[config.mk]
export PLATFORM = sky130hd
export DESIGN_NAME = instr_fetch_unit
export DESIGN_NICKNAME = d
export VERILOG_FILES = /design/src/rtl/instr_fetch_unit.sv
export SDC_FILE = /design/constraint.sdc
export NUM_CORES = 1
export LEC_CHECK = 0
export CAP_MARGIN = 15
export CORE_MARGIN = 3
export CORE_UTILIZATION = 31
export DETAILED_ROUTE_END_ITERATION = 12
export GPL_TIMING_DRIVEN = 0
export PLACE_DENSITY = 0.54
export SLEW_MARGIN = 25
export SYNTH_ARGS = -nofsm -noshare
export SYNTH_HDL_FRONTEND = slang
export SYNTH_SLANG_ARGS = --single-unit
export TNS_END_PERCENT = 100
[constraint.sdc]
create_clock -name clk -period 6.9 [get_ports clk]
set_input_delay 0.69 -clock clk [delete_from_list [all_inputs] [get_ports clk]]
set_output_delay 0.69 -clock clk [all_outputs]
set_load 0.005 [all_outputs]
[src/rtl/instr_fetch_unit.sv]
// Sequential instruction fetch front end: in-order memory requests, a DEPTH-entry
// ring of pending/filled words, and redirect with counted dropping of stale responses.
module instr_fetch_unit #(
   parameter int                ADDR_W   = 32,
   parameter logic [ADDR_W-1:0] RESET_PC = '0,
   parameter int                DEPTH    = 2
) (
   input  logic              clk,
   input  logic              reset,
   output logic              imem_req_valid,
   input  logic              imem_req_ready,
   output logic [ADDR_W-1:0] imem_req_addr,
   input  logic              imem_rsp_valid,
   input  logic [31:0]       imem_rsp_data,
   output logic              inst_valid,
   input  logic              inst_ready,
   output logic [31:0]       inst_data,
   output logic [ADDR_W-1:0] inst_pc,
   input  logic              redirect,
   input  logic [ADDR_W-1:0] redirect_pc
);

   localparam int PTR_W  = $clog2(DEPTH);
   localparam int CNT_W  = PTR_W + 1;
   localparam int DROP_W = $clog2(2 * DEPTH) + 1;

   typedef enum logic [1:0] {
      E_FREE    = 2'd0,
      E_PENDING = 2'd1,
      E_FILLED  = 2'd2
   } entry_state_t;

   logic [PTR_W-1:0]  r_alloc_ptr;
   logic [PTR_W-1:0]  r_fill_ptr;
   logic [PTR_W-1:0]  r_head_ptr;
   logic [CNT_W-1:0]  r_alloc_cnt;
   logic [CNT_W-1:0]  r_pend_cnt;
   logic [DROP_W-1:0] r_drop_cnt;
   logic [ADDR_W-1:0] r_fetch_pc;

   logic [DEPTH-1:0]             w_filled;
   logic [DEPTH-1:0][ADDR_W-1:0] w_entry_pc;
   logic [DEPTH-1:0][31:0]       w_entry_data;

   logic             w_deq;
   logic [CNT_W-1:0] w_alloc_eff;
   logic             w_req_valid;
   logic             w_req_fire;
   logic             w_rsp_drop;
   logic             w_rsp_fill;

   assign inst_valid = w_filled[r_head_ptr];
   assign inst_data  = inst_valid ? w_entry_data[r_head_ptr] : '0;
   assign inst_pc    = inst_valid ? w_entry_pc[r_head_ptr]   : '0;

   // A slot handed to decode this cycle is reusable at once; without this the
   // ring would stall every third cycle with DEPTH=2 and a 1-cycle memory.
   assign w_deq       = inst_valid && inst_ready;
   assign w_alloc_eff = r_alloc_cnt - CNT_W'(w_deq);
   assign w_req_valid = !reset && !redirect && (w_alloc_eff < CNT_W'(DEPTH));
   assign w_req_fire  = w_req_valid && imem_req_ready;

   assign imem_req_valid = w_req_valid;
   assign imem_req_addr  = r_fetch_pc;

   assign w_rsp_drop = imem_rsp_valid && (r_drop_cnt != '0);
   assign w_rsp_fill = imem_rsp_valid && (r_drop_cnt == '0) && (r_pend_cnt != '0);

   for (genvar gi = 0; gi < DEPTH; gi++) begin : g_entry
      entry_state_t      r_state;
      entry_state_t      w_state_next;
      logic [ADDR_W-1:0] r_pc;
      logic [31:0]       r_data;
      logic              w_alloc_here;
      logic              w_fill_here;
      logic              w_free_here;

      assign w_alloc_here = w_req_fire && (r_alloc_ptr == PTR_W'(gi));
      assign w_fill_here  = w_rsp_fill && !redirect && (r_fill_ptr == PTR_W'(gi));
      assign w_free_here  = w_deq && (r_head_ptr == PTR_W'(gi));

      // Allocation outranks freeing: a head slot leaving and being re-claimed
      // in the same cycle must end up PENDING.
      always_comb begin
         w_state_next = r_state;
         if (redirect) begin
            w_state_next = E_FREE;
         end else if (w_alloc_here) begin
            w_state_next = E_PENDING;
         end else if (w_fill_here) begin
            w_state_next = E_FILLED;
         end else if (w_free_here) begin
            w_state_next = E_FREE;
         end
      end

      always_ff @(posedge clk) begin
         if (reset) begin
            r_state <= E_FREE;
         end else begin
            r_state <= w_state_next;
         end
      end

      always_ff @(posedge clk) begin
         if (w_alloc_here) begin
            r_pc <= r_fetch_pc;
         end
         if (w_fill_here) begin
            r_data <= imem_rsp_data;
         end
      end

      assign w_filled[gi]     = (r_state == E_FILLED);
      assign w_entry_pc[gi]   = r_pc;
      assign w_entry_data[gi] = r_data;
   end

   always_ff @(posedge clk) begin
      if (reset) begin
         r_alloc_ptr <= '0;
         r_fill_ptr  <= '0;
         r_head_ptr  <= '0;
         r_alloc_cnt <= '0;
         r_pend_cnt  <= '0;
         r_drop_cnt  <= '0;
         r_fetch_pc  <= RESET_PC;
      end else if (redirect) begin
         r_alloc_ptr <= '0;
         r_fill_ptr  <= '0;
         r_head_ptr  <= '0;
         r_alloc_cnt <= '0;
         r_pend_cnt  <= '0;
         // Every request still outstanding after this edge is dropped exactly once.
         r_drop_cnt  <= r_drop_cnt - DROP_W'(w_rsp_drop)
                        + DROP_W'(r_pend_cnt) - DROP_W'(w_rsp_fill);
         r_fetch_pc  <= redirect_pc & ~ADDR_W'(3);
      end else begin
         if (w_req_fire) begin
            r_alloc_ptr <= r_alloc_ptr + PTR_W'(1);
            r_fetch_pc  <= r_fetch_pc + ADDR_W'(4);
         end
         if (w_rsp_fill) begin
            r_fill_ptr <= r_fill_ptr + PTR_W'(1);
         end
         if (w_deq) begin
            r_head_ptr <= r_head_ptr + PTR_W'(1);
         end
         r_alloc_cnt <= r_alloc_cnt + CNT_W'(w_req_fire) - CNT_W'(w_deq);
         r_pend_cnt  <= r_pend_cnt + CNT_W'(w_req_fire) - CNT_W'(w_rsp_fill);
         r_drop_cnt  <= r_drop_cnt - DROP_W'(w_rsp_drop);
      end
   end

endmodule

---- Word level (Yosys, flattened, before mapping) ----
Cells that the tools add are included.
storage, ports and cells
  register bits ........................... 174
  input port bits ......................... 70
  output and inout bits ................... 98
  word-level logic and storage cells ...... 79
cells by class
  $add $sub $neg .......................... 12
  magnitude comparators ................... 2
  eq/ne operators ......................... 2
  muxes and demuxes ....................... 17
  bitwise gates (word level) .............. 3
  reductions and logical operators ........ 27
operator list
  operator                                                              number
  32-bit 2-to-1 mux                                                     8
  32-bit by 3-bit adder with 32-bit output, second input constant       1
  1-bit logical AND                                                     14
  3-bit nonzero test                                                    3
  2-bit 2-to-1 mux                                                      4
  2-bit nonzero test                                                    4
  3-bit OR reduction                                                    2
  2-bit by 1-bit subtractor with 2-bit output                           3
  3-bit by 1-bit subtractor with 3-bit output                           2
  2-bit by 1-bit adder with 2-bit output                                2
  2-bit equality test, second input constant                            2
  1-bit 2-to-1 mux                                                      4
  1-bit adder, second input constant                                    3
  3-bit by 2-bit adder with 3-bit output                                1
  3-bit logical NOT                                                     1
  3-bit 2-to-1 mux                                                      1
  1-bit inverter                                                        3
  1-bit logical NOT                                                     2
  1-bit by 2-bit < comparator with 1-bit output, second input constant  1
  2-bit < comparator, second input constant                             1
  2-bit OR reduction                                                    1

---- Depth between registers and ports, before layout ----
  depth in word-level cells ............... 10
  gate-level depth with buffers ........... 11
  mapped depth without buffers ............ 10

---- Least setup slack after synthesis ----
Ideal clock, no wire load.
  path kind ............................... input to register
  start point ............................. in redirect
  end point ............................... reg g_entry[0].r_state[0]
  library setup time ...................... 0.116 ns
  arrival ................................. 3.899 ns
  setup slack ............................. 2.885 ns
  stages .................................. 5
  buffers on the path ..................... 2
  path through ............................ clkbuf_1 -> clkbuf_1 -> nor3_1 -> o22ai_1 -> and2_1
RTL lines
  item                                 line  RTL
  start: declaration                   19    input logic redirect,
  1-bit logical NOT (*)                79    assign w_fill_here = w_rsp_fill && !redirect && (r_fill_ptr == PTR_W'(gi));
  1-bit logical AND (*) (2 in series)  79
  via g_entry[0].w_fill_here           75    logic w_fill_here;
  2-bit 2-to-1 mux                     90    end else if (w_fill_here) begin
  1-bit 2-to-1 mux                     88    end else if (w_alloc_here) begin
  end signal: assignment               101   r_state <= w_state_next;
  end: declaration                     70    entry_state_t r_state;
Mark *: on every way through the listed nets, which the timed path passes. The rest lies on a longest branch.
A chain may end at the register's enable or synchronous reset.

---- Final worst setup path ----
  start point ............................. reg r_head_ptr
  end point ............................... out inst_pc[19]
between the ends
  longest elaborated chain between the ends .. 3
ends and longest elaborated chain
  item                                                                                              line    RTL
  start: declaration                                                                                35      logic [PTR_W-1:0] r_head_ptr;
  start signal: assignment                                                                          147     r_head_ptr <= r_head_ptr + PTR_W'(1);
  32-bit 2-to-1 mux (implied by the code) / 1-bit 2-to-1 mux (equally long branches) (2 in series)  54, 52
  32-bit 2-to-1 mux (*)                                                                             54      assign inst_pc = inst_valid ? w_entry_pc[r_head_ptr] : '0;
  end: declaration                                                                                  18      output logic [ADDR_W-1:0] inst_pc,
Every way passes the cells marked *; elsewhere a longest branch is shown, timed or not. The select of a mux whose other input is x is not followed.

==> impl_metrics.json <==
{
  "drt-vias-per-instance": 4.92,
  "power.switching_uw": 575,
  "area_growth_pct": 36.6,
  "clkLatencyLatePin_ns": 0.42,
  "instance_count_of_the_mapped_netlist": 599,
  "fin_worst_hold_slack_ns": 0.497,
  "chipWidth_um": 160,
  "p_clk_frac": 0.406,
  "dr_total_vias": 5486,
  "tritoncts.num_buffers": 17,
  "drt_iter0_drc": 393,
  "critical_path_data_arrival_time_ns": 3.03,
  "hpwlAfterDp_um": 15100,
  "timing.rr.start": "r_head_ptr",
  "synth_top_area_share": 0.505,
  "report.final.slew_viol_count": 0,
  "gr-usage-all-layers": 0.162,
  "antenna_left": 0,
  "min-delay-path-class": "flip-flop to flip-flop",
  "asr_flop_ratio_synth": 0,
  "ys_top_cells_by_area": "edfxtp_1 (50%), dfxtp_1 (12%), mux2i_1 (8.4%)",
  "min_period_over_period": 0.539,
  "yosys.cell_count.top_type": "edfxtp_1",
  "holdCritStartpoint": "g_entry[1].r_state[1]",
  "routed_wl_um": 20600,
  "place.gp.congestion": 0.847,
  "detail_route.drc_violations": 0,
  "clock_tree.htree_level_count": 4,
  "syn-cell-area_mm2": 0.00738,
  "fin_nets": 866,
  "worst-r2r-cell-count": 10,
  "grt_start_max_net_pins": 33,
  "reg2reg_to": "r_pend_cnt[1]",
  "design.portCount": 168,
  "antenna_found_initial": 0,
  "maxCapViolations": 0,
  "clock.fmax_mhz": 269,
  "rsz0062_at_grt": "false",
  "relative_slew_slack": 0.404,
  "critical_path_class": "flip-flop to primary output",
  "min_period_ns": 3.72,
  "post_synth.cell_area_avg_um2": 12.3,
  "post_synth_most_frequent_cells": "edfxtp_1 (124), nor2_1 (95), mux2i_1 (62)",
  "global_route_wire_length_before_repair_um": 32600,
  "setup.worst_path.end_class": "primary output",
  "setup.worst_path.start_class": "flip-flop",
  "grt-ovfl-total": 0,
  "fp.dieArea_mm2": 0.0257,
  "grt_pass1_vias": 5808,
  "status": "finished, final reports clean",
  "cellPowerDensity_mw_per_mm2": 230,
  "p_sw_frac": 0.248,
  "hold-path-cell-count": 2,
  "fin_ws_ns": 3.18,
  "clk_root_buffer_cell": "clkbuf_16",
  "timing.hold.worst_endpoint": "g_entry[1].r_state[1]",
  "synth.yosys.warnings": 0,
  "fin_skew_ns": 0.0125,
  "die_h_um": 160,
  "post_synth_num_cell_types": 63,
  "power.sequential.fraction": 0.495,
  "required_ns": 6.21,
  "synth_top_cell_by_area": "edfxtp_1",
  "cts_repair_resize_count": 0,
  "finalSetupTns_ns": 0,
  "cts.clk_slew.worst_paths_ns": 0.06,
  "synth_seq_area_share": 0.624,
  "postCtsHoldBufs": 0,
  "leakagePower_nw": 3.22,
  "worstPathCellList": "buf_2 > clkbuf_1 > buf_1 > mux2i_1 > nor2_1 > clkdlybuf4s50_1",
  "cts_sinks": 168,
  "power.ir.vdd_worst_mv": 0.142,
  "number_of_standard_cell_rows_in_the_floorplan": 55,
  "timing.critical_path.slowest_cell_delay_ns": 0.71,
  "number_of_synthesized_flops_with_an_enable_pin": 124,
  "crit_path_top_delay_cell": "buf_1",
  "cell_internal_power_dissipation_mw": 1.75,
  "actual_transition_at_the_worst_max_transition_pin_ns": 0.888,
  "wl_per_cell_um": 18.5,
  "postSynthRegisterBits": 168,
  "setup-violations-final": 0,
  "core_mm2": 0.0230,
  "postCtsSetupBuffers": 0,
  "start_util": 0.321,
  "port_buffers": 160,
  "tritoncts": "built",
  "ys_dominant_reg_cell": "edfxtp_1",
  "first_pass_iters": 5,
  "report.final.hold_viol_count": 0,
  "pre_cts_slack_ns": 3.47,
  "drive_above_1_share": 0.0774,
  "critical_path_peak_fanout": 10,
  "antenna_cells_inserted": 0,
  "regToRegSetupSlack_ns": 4.18,
  "clock_tree.buffer_depth": 2,
  "combinational_fraction_of_design_power": 0.100
}
registers in the layout, summed over array words and instances (netlist names):
signal / flops
r_fill_ptr: 1
r_alloc_cnt: 2
g_entry.r_pc: 60
g_entry.r_data: 64
r_alloc_ptr: 1
r_drop_cnt: 3
r_head_ptr: 1
imem_req_addr: 30
r_pend_cnt: 2
g_entry.r_state: 4
area by class of cell:
| type | count | area, um2 |
|---|---|---|
| Timing Repair Buffer | 167 | 1690 |
| Multi-Input combinational cell | 383 | 2580 |
| Sequential cell | 168 | 4600 |
| Tap cell | 313 | 392 |
| Clock buffer | 17 | 425 |
| Fill cell | 2175 | 12900 |
| Clock inverter | 15 | 158 |
| Inverter | 14 | 52.6 |
| Buffer | 37 | 168 |
worst max-delay path: cells and delay by family (launching register included):
| kind | cells | cell delay [ns] |
|---|---|---|
| AND/OR/NAND/NOR | 1 | 0.20 |
| buffers and inverters | 4 | 1.91 |
| multiplexers | 1 | 0.18 |
| flip-flops | 1 | 0.31 |
placed cells by master (no fill, tap or decap), drive strengths merged, types with 9 or more instances in the layout:
master / netlist / layout
mux2i: 62 / 62
edfxtp: 124 / 124
nor2: 95 / 95
a211oi: 9 / 9
xnor2: 10 / 10
clkdlybuf4s50: 0 / 160
clkbuf: 22 / 39
buf: 15 / 22
nor3: 9 / 9
inv: 13 / 21
nand4: 14 / 14
o21ai: 13 / 13
nand2: 17 / 17
dfxtp: 44 / 44
nand3: 13 / 13
a311oi: 11 / 11
routing by layer:
metal / routed length [um] / track usage / share of wire / up-vias
li1: - / - / - / 2632
met1: 8930 / 0.204 / 0.43 / 2686
met2: 10400 / 0.280 / 0.50 / 151
met3: 993 / 0.0361 / 0.048 / 17
met4: 291 / 0.0454 / 0.014 / 0
met5: 0 / 0 / 0 / -
metrics by stage:
stage                     instance area, um2  total power [mW]   util  instances
final                                  10100              2.32  0.438       1114
after CTS                              10100              2.34  0.438       1114
after global routing                   10100              2.42  0.438       1114
after global placement                  9380              1.39  0.408       1075
after detailed placement                9490              1.40  0.413       1082
after floorplan                         7390              1.28      -        602
how the worst max path moves through the flow:
| stage | from | end | slack, ns | depth (start not counted) |
|---|---|---|---|---|
| finish | r_head_ptr | inst_pc[19] | 3.18 | 6 |
| CTS | r_head_ptr | inst_pc[21] | 3.10 | 6 |
| global placement | redirect | g_entry[0].r_state[0] | 0.68 | 6 |
| detailed placement | inst_ready | imem_req_valid | 3.47 | 6 |
| floorplan | redirect | g_entry[0].r_state[0] | 2.88 | 5 |
| global route | r_head_ptr | inst_pc[19] | 2.97 | 6 |
cell families (layout without fill, tap and decap cells):
kind of cell	count (synthesis)	after routing	share of synthesized area
simple gates	216	216	0.150
xor+xnor	14	14	0.0166
buf+inv	51	250	0.0299
flops	168	168	0.624
other cells	1	4	0.000508
fa+ha+maj	8	8	0.0146
mux	62	62	0.0841
compound gates	79	79	0.0797
power by group through the flow:
| stage | clock network [mW] | logic, mW | registers (mW) |
|---|---|---|---|
| floorplan | 0 | 0.120 | 1.16 |
| global placement | 0 | 0.220 | 1.17 |
| detailed placement | 0 | 0.233 | 1.17 |
| CTS | 0.960 | 0.234 | 1.15 |
| global route | 1.00 | 0.259 | 1.15 |
| finish | 0.942 | 0.232 | 1.15 |
(Power assumes the default switching activity.)
